--- config.mk ---
export PLATFORM = sky130hd
export DESIGN_NAME = imm_rotate_encoder_flat
export DESIGN_NICKNAME = d
export VERILOG_FILES = /design/src/rtl/imm_rotate_encoder_if.sv /design/src/rtl/imm_rotate_encoder.sv /design/src/flat_wrapper.sv
export SDC_FILE = /design/constraint.sdc
export NUM_CORES = 1
export LEC_CHECK = 0
export CORE_AREA = 2 2 86 88
export DETAILED_ROUTE_END_ITERATION = 12
export DIE_AREA = 0 0 88 90
export PLACE_DENSITY_LB_ADDON = 0.3
export SLEW_MARGIN = 20
export SYNTH_ARGS = -nofsm -noshare
export SYNTH_HDL_FRONTEND = slang
export SYNTH_SLANG_ARGS = --single-unit
--- constraint.sdc ---
create_clock -name clk -period 3.8 [get_ports clk]
set_clock_uncertainty 0.15 [all_clocks]
set_input_delay 0.38 -clock clk [delete_from_list [all_inputs] [get_ports clk]]
set_output_delay 0.38 -clock clk [all_outputs]
set_load 0.01 [all_outputs]
--- src/rtl/imm_rotate_encoder_if.sv ---
// Request/result bundle for imm_rotate_encoder: start/value in, busy/done/result out.
interface imm_rotate_encoder_if;
  logic        start;
  logic [31:0] value;
  logic        busy;
  logic        done;
  logic        ok;
  logic        inv;
  logic [11:0] shift_operand;

  modport master (
    output start, value,
    input  busy, done, ok, inv, shift_operand
  );

  modport slave (
    input  start, value,
    output busy, done, ok, inv, shift_operand
  );
endinterface

--- src/rtl/imm_rotate_encoder.sv ---
// Multi-cycle search for an ARM rotated-immediate encoding {rot, imm8} of a 32-bit constant.
// Optional IMM_ENC_INV_EN adds a second pass over ~value (MVN form) reported through inv.
module imm_rotate_encoder #(
  parameter int LOW_ROT_FIRST = 1
) (
  input  logic                 clk,
  input  logic                 rst,
  imm_rotate_encoder_if.slave  bus
);

  typedef enum logic [1:0] {
    IDLE    = 2'd0,
    SEARCH  = 2'd1,
`ifdef IMM_ENC_INV_EN
    NSEARCH = 2'd3,
`endif
    DONE    = 2'd2
  } state_t;

  localparam logic [3:0] FIRST_R = (LOW_ROT_FIRST != 0) ? 4'd0  : 4'd15;
  localparam logic [3:0] LAST_R  = (LOW_ROT_FIRST != 0) ? 4'd15 : 4'd0;

  state_t      state_q, state_d;
  logic [31:0] v_q, v_d;
  logic [3:0]  r_q, r_d;
  logic        ok_q, ok_d;
  logic        inv_q, inv_d;
  logic [11:0] so_q, so_d;
  logic        busy_q, done_q;

  logic [31:0] cand;
  logic [63:0] rot_pair;
  logic [31:0] w;
  logic        hit;
  logic [3:0]  r_step;

  // The candidate is ~v_q only during the inverted pass; the rotate is done on a
  // doubled word so the upper half is the wrap-around left rotate by 2*r.
`ifdef IMM_ENC_INV_EN
  assign cand = (state_q == NSEARCH) ? ~v_q : v_q;
`else
  assign cand = v_q;
`endif
  assign rot_pair = {cand, cand} << {r_q, 1'b0};
  assign w        = rot_pair[63:32];
  assign hit      = (w[31:8] == 24'd0);
  assign r_step   = (LOW_ROT_FIRST != 0) ? (r_q + 4'd1) : (r_q - 4'd1);

  always_comb begin
    // NOTE: every variable gets its hold value first so no path through the case infers a latch.
    state_d = state_q;
    v_d     = v_q;
    r_d     = r_q;
    ok_d    = ok_q;
    inv_d   = inv_q;
    so_d    = so_q;

    case (state_q)
      IDLE: begin
        if (bus.start) begin
          v_d     = bus.value;
          r_d     = FIRST_R;
          ok_d    = 1'b0;
          inv_d   = 1'b0;
          so_d    = 12'd0;
          state_d = SEARCH;
        end
      end

      SEARCH: begin
        if (hit) begin
          ok_d    = 1'b1;
          so_d    = {r_q, w[7:0]};
          state_d = DONE;
        end else if (r_q == LAST_R) begin
`ifdef IMM_ENC_INV_EN
          r_d     = FIRST_R;
          state_d = NSEARCH;
`else
          ok_d    = 1'b0;
          state_d = DONE;
`endif
        end else begin
          r_d = r_step;
        end
      end

`ifdef IMM_ENC_INV_EN
      NSEARCH: begin
        if (hit) begin
          ok_d    = 1'b1;
          inv_d   = 1'b1;
          so_d    = {r_q, w[7:0]};
          state_d = DONE;
        end else if (r_q == LAST_R) begin
          ok_d    = 1'b0;
          inv_d   = 1'b0;
          so_d    = 12'd0;
          state_d = DONE;
        end else begin
          r_d = r_step;
        end
      end
`endif

      DONE:    state_d = IDLE;
      default: state_d = IDLE;
    endcase
  end

  // busy/done are registered from the next state so every output comes straight off a flop.
  always_ff @(posedge clk) begin
    if (rst) begin
      state_q <= IDLE;
      v_q     <= 32'd0;
      r_q     <= 4'd0;
      ok_q    <= 1'b0;
      inv_q   <= 1'b0;
      so_q    <= 12'd0;
      busy_q  <= 1'b0;
      done_q  <= 1'b0;
    end else begin
      // NOTE: non-blocking assignments so every flop samples the pre-edge values.
      state_q <= state_d;
      v_q     <= v_d;
      r_q     <= r_d;
      ok_q    <= ok_d;
      inv_q   <= inv_d;
      so_q    <= so_d;
`ifdef IMM_ENC_INV_EN
      busy_q  <= (state_d == SEARCH) || (state_d == NSEARCH);
`else
      busy_q  <= (state_d == SEARCH);
`endif
      done_q  <= (state_d == DONE);
    end
  end

  assign bus.busy          = busy_q;
  assign bus.done          = done_q;
  assign bus.ok            = ok_q;
  assign bus.inv           = inv_q;
  assign bus.shift_operand = so_q;

endmodule
--- src/flat_wrapper.sv ---
// flat-port wrapper written by rule: the top's interface ports become plain ports
module imm_rotate_encoder_flat 
#(
  parameter int LOW_ROT_FIRST = 1
)
  (clk, rst, bus_start, bus_value, bus_busy, bus_done, bus_ok, bus_inv, bus_shift_operand);
  imm_rotate_encoder_if bus_i ();
  input  logic clk;
  input  logic rst;
  input wire logic [$bits(bus_i.start)-1:0] bus_start;
  input wire logic [$bits(bus_i.value)-1:0] bus_value;
  output wire logic [$bits(bus_i.busy)-1:0] bus_busy;
  output wire logic [$bits(bus_i.done)-1:0] bus_done;
  output wire logic [$bits(bus_i.ok)-1:0] bus_ok;
  output wire logic [$bits(bus_i.inv)-1:0] bus_inv;
  output wire logic [$bits(bus_i.shift_operand)-1:0] bus_shift_operand;
  assign bus_i.start = bus_start;
  assign bus_i.value = bus_value;
  assign bus_busy = bus_i.busy;
  assign bus_done = bus_i.done;
  assign bus_ok = bus_i.ok;
  assign bus_inv = bus_i.inv;
  assign bus_shift_operand = bus_i.shift_operand;
  imm_rotate_encoder #(.LOW_ROT_FIRST(LOW_ROT_FIRST)) u_core (.clk(clk), .rst(rst), .bus(bus_i));
endmodule
Word level (Yosys, flattened, before mapping)
Cells that the tools add are included.
- word-level logic and storage cells: 40
- register bits after elaboration: 53
- output and inout bits: 16
- input bits: 35
- add/sub/neg operators: 1
- mux-type cells: 15
- reductions and logical operators: 7
- shift operators: 1
- equal/unequal tests: 9
- operators by type and width (kind ; number):
    << shifter 64 x 5 -> 64 bit ; 1
    logical NOT 24 bit ; 1
    two-way mux 12 bit ; 2
    case mux 12 bit (2 select lines) ; 1
    two-way mux 4 bit ; 3
    case mux 4 bit (2 select lines) ; 1
    two-way mux 2 bit ; 3
    inequality test 2 bit (second input constant) ; 3
    AND reduction 3 bit ; 2
    adder 4 x 1 -> 4 bit (second input constant) ; 1
    equality test 2 x 1 -> 1 bit (second input constant) ; 2
    equality test 4 bit (second input constant) ; 1
    case mux 2 bit (2 select lines) ; 1
    AND reduction 4 bit ; 1
    two-way mux 1 bit ; 3
    inequality test 3 x 1 -> 1 bit (second input constant) ; 1
    equality test 2 bit (second input constant) ; 1
    logical NOT 2 bit ; 1
    inequality test 2 x 1 -> 1 bit (second input constant) ; 1
    case mux 1 bit (2 select lines) ; 1
    AND reduction 2 bit ; 1
    nonzero test 2 bit ; 1

Depth between registers and ports, before layout
- depth after elaboration: 5
- gate-level depth with buffers: 11
- gate-level depth less buffers: 7

Worst setup path before layout
Ideal clock, no wire load.
- path kind: register -> register
- start: register u_core.r_q[1]
- end: register u_core.so_q[0], in the netlist u_core.bus.shift_operand[0]
- required time: 3.531 ns
- stages on the path, launching flop included: 10
- buffers on the path: 2
- arrival: 2.438 ns
- library setup time: 0.119 ns
- period minus slack after synthesis: 2.707 ns
- path slack: 1.093 ns
- cells stage by stage: dfxtp_1 -> buf_6 -> mux4_2 -> mux2_2 -> or3_1 -> a211o_1 -> a2bb2oi_4 -> nand3_4 -> buf_6 -> mux2i_1
- cells in the longest elaborated chain, start to end: 4
- elaborated cells on any way between the ends: 6
- those cells by class: 1 x eq/ne; 1 x shift; 2 x mux; 2 x reduce/logical
- RTL lines (item ; line ; text):
    start, declared ; imm_rotate_encoder.sv:25 ; logic [3:0] r_q, r_d;
    start signal, assigned ; imm_rotate_encoder.sv:126 ; r_q <= r_d;
    << shifter 64 x 5 -> 64 bit * ; imm_rotate_encoder.sv:44 ; assign rot_pair = {cand, cand} << {r_q, 1'b0};
    logical NOT 24 bit ; imm_rotate_encoder.sv:46 ; assign hit = (w[31:8] == 24'd0);
    inequality test 2 x 1 -> 1 bit (no source line) ; -- ;
    AND reduction 3 bit (no source line) ; -- ;
    end signal, assigned ; imm_rotate_encoder.sv:119 ; so_q <= 12'd0;
    end signal, assigned ; imm_rotate_encoder.sv:129 ; so_q <= so_d;
    end, declared ; imm_rotate_encoder.sv:28 ; logic [11:0] so_q, so_d;
Mark *: on every way between the ends. The rest lies on a longest branch, timed or not. The select of a mux whose other input is x is not followed.
A chain may end at the register's enable or synchronous reset.

Final worst setup path
- start: register u_core.r_q[1]
- end: register u_core.r_q[0]
- cells in the longest elaborated chain, start to end: 4
- elaborated cells on any way between the ends: 6
- those cells by class: 3 x eq/ne; 1 x shift; 2 x reduce/logical
- RTL lines (item ; line):
    << shifter 64 x 5 -> 64 bit ; imm_rotate_encoder.sv:44
    logical NOT 24 bit ; imm_rotate_encoder.sv:46
    inequality test 2 bit (no source line) ; --
    AND reduction 4 bit (no source line) * ; --
Mark *: on every way between the ends. The rest lies on a longest branch, timed or not.

==> results by group <==
Status
  • Status: finished, final reports clean

Clock tree
  • Post-cts resize count: 0
  • Clock slew at reported path FFs: 0.10 ns
  • Inserted Clock Buffers: 5
  • Setup Fix Bufs, Post-CTS: 0
  • CTS tree: yes
  • Root buf cell: clkbuf_8
  • Num Clock Sinks: 53
  • Clock Path Buffers: 2
  • Hold-fix buffers, CTS: 0
  • Clk_lat worst skew: 0.32 ns
  • H-tree depth: 2

Global routing
  • Vias in the first global route: 3356
  • Largest net degree at the start of global routing: 54
  • Total GRT Usage: 0.2669
  • First-pass GRT wire length: 17030 um
  • Remaining Overflow, GRT: 0
  • Initial antenna violation count: 0

Place
  • Placement Cell Area: 4363 um2
  • GPL Wtd Cong: 0.9803
  • PortBufs: 49
  • Post-DP HPWL: 7269 um
  • Cells after DPL: 565

Die
  • Die height: 90 um
  • Placement Rows: 31
  • CORE AREA: 7020 um2
  • Ports: 51
  • Die W: 88 um
  • Initial Util: 0.5455
  • Total die area: 7920 um2

Timing
  • Hold Fails Final Rpt: 0
  • Final hold slack: 0.3120 ns
  • Tmin final: 3.294 ns
  • Setup TNS: 0 ns
  • Slew HR: 0.4535
  • Final Setup Violations: 0
  • Pins Over Slew Limit: 0
  • Fin crit share: 0.8669
  • Achievable frequency: 0.3036 GHz
  • Pin slew with the least headroom to its limit: 0.7991 ns
  • RSZ-0062 raised after global routing: false

Cells and area
  • Multi-input combinational cell area: 2530 um2
  • Area growth from synthesis to layout: 16.30%
  • Layout cells sized above 1: 0.1414
  • N_diodes: 0
  • Sequential cell area: 1062 um2
  • Post-route cell area: 4454 um2
  • Commonest non-fill, non-tap cell in the layout: nand2_1
  • Fill count: 602
  • Nets: 509
  • Fin util: 0.6345
  • Final Non-Filler Cells: 573
  • Most frequent cells in the layout: 100 x nand2_1, 52 x dfxtp_1, 49 x clkdlybuf4s50_1

Flow run
  • Max cap viols: 0

Critical path
  • Critical Path End Type: register
  • Critical-path top delay cell: dfxtp_2
  • CP Class: reg2reg
  • Crit path DAT: 3.40 ns
  • Critical Path Most Common Cell: mux2i_1
  • Max FO, Critical Path: 29
  • Worst path cell trace: buf_12 > mux2i_1 > nand2_1 > a2111oi_0 > o221a_2 > a2bb2oi_4 > a211o_1 > mux2i_1
  • Setup crit start kind: register
  • Delay-heaviest family, CP: compound AO/OA/AOI/OAI gates
  • Worst EP required: 3.90 ns
  • Delay of the slowest cell on the worst path: 0.70 ns
  • CP bufs+invs: 1

Detailed routing
  • DR iter-0 viols: 350
  • Drt drc: 0
  • DR WL/cell: 17.65 um
  • Routed vias: 3593
  • Met3 routed WL: 854 um
  • DRT met1 WL: 4269 um
  • Vias per inst: 6.271
  • Wire length on met2: 4683 um
  • Drt pass-1 iters: 5
  • DRT antenna net count: 0
  • Routed WL: 10110 um
  • Highest Signal Layer: met4

Yosys
  • Synth cell types: 54
  • Top cell type's share of synthesized area: 0.2770
  • Synthesized area per cell: 8.530 um2
  • Top post-synthesis cells by area: dfxtp_1 28%, mux4_2 15%, nand2_1 9.8%
  • Yosys warning total: 0
  • Syn nets: 485
  • Async SR Flop Fraction: 0
  • Post-synthesis register bit count: 53
  • Primary FF master, synth: dfxtp_1
  • Seq/Total Area, Yosys: 0.2770
  • EDFF count, synth: 0
  • Mapped Area: 3830 um2
  • Post-synth top area cell: dfxtp_1
  • Post-Syn Instances: 449

Power
  • Pwr per Cell Area: 304.0 nW/um2
  • Leakage power: 0.001559 uW
  • Max VDD drop: 0.1738 mV

Min path
  • Hold Path Class: reg2reg
state kept, by name, indices dropped and copies added (netlist names):
name,cells
u_core.bus.ok,1
u_core.state_q,2
u_core.cand,32
u_core.bus.done,1
u_core.bus.busy,1
u_core.r_q,4
u_core.bus.shift_operand,12
Yosys cell counts (all sizes together), types with 2 or more instances:
cell type and instances:
nand2 100, dfxtp 53, a21oi 43, mux2i 32
clkbuf 28, mux4 26, buf 19, nor2 18
nor3 14, a211o 10, mux2 8, nand2b 8
o21ai 8, a211oi 6, a2111oi 5, a31oi 5
and2 5, inv 5, or3 5, and3 4
nand3 4, nor2b 4, a311o 3, a311oi 3
o211ai 3, or2 3, a221oi 2, nor3b 2
nor4 2, o31ai 2, or3b 2
per-stage QoR:
step                setup slack, ns  total power, uW
CTS                          0.5305             1357
global placement             0.5906             1031
finish                       0.5059             1354
detailed placement           0.5612             1036
floorplan                     1.093            918.8
global route                 0.2267             1430
worst min-delay path, stage by stage, from the launching register on:
cell	delay [ns]
dfxtp_1	0.32
nand2_1	0.05
mux2i_1	0.05
final timing paths:
| path | from | to | slack (ns) | cells past startpoint |
|---|---|---|---|---|
| hold / removal | u_core.bus.shift_operand[3] | u_core.bus.shift_operand[3] | 0.31 | 2 |
| hold reg to reg | u_core.bus.shift_operand[3] | u_core.bus.shift_operand[3] | 0.31 | 2 |
| setup reg to reg | u_core.r_q[1] | u_core.r_q[0] | 0.51 | 8 |
| setup / recovery | u_core.r_q[1] | u_core.r_q[0] | 0.51 | 8 |
layer usage:
metal,GRT usage,vias to the layer above
li1,-,1687
met1,0.3923,1670
met2,0.3914,202
met3,0.03949,34
met4,0.1051,0
met5,0,-
cell families (layout without fill, tap and decap cells):
logic type	after synthesis	after routing	share of synthesized area
XOR/XNOR	1	1	0.002287
other	1	1	0.0009791
multiplexers	66	66	0.2600
AO/OA/AOI/OAI	102	102	0.1869
adder cells (fa/ha/maj)	1	1	0.003266
buffers and inverters	52	77	0.06370
flip-flops	53	53	0.2770
AND/OR/NAND/NOR	173	173	0.2058
where the power goes:
part           total (uW)  switching, uW  leakage, uW  internal, uW
clock network         322            193    0.0000364           129
logic                 386            192      0.00109           194
registers             646           63.5     0.000433           582
total                1350            449      0.00156           906
area by class of cell:
type	count	area share
clock inverters	3	0.005056
multi-input cells	344	0.5680
flip-flops and latches	53	0.2385
clock buffers	5	0.01545
well taps	99	0.02781
repair buffers	64	0.1410
inverters	5	0.004213
Power figures use the tool's default switching activity.
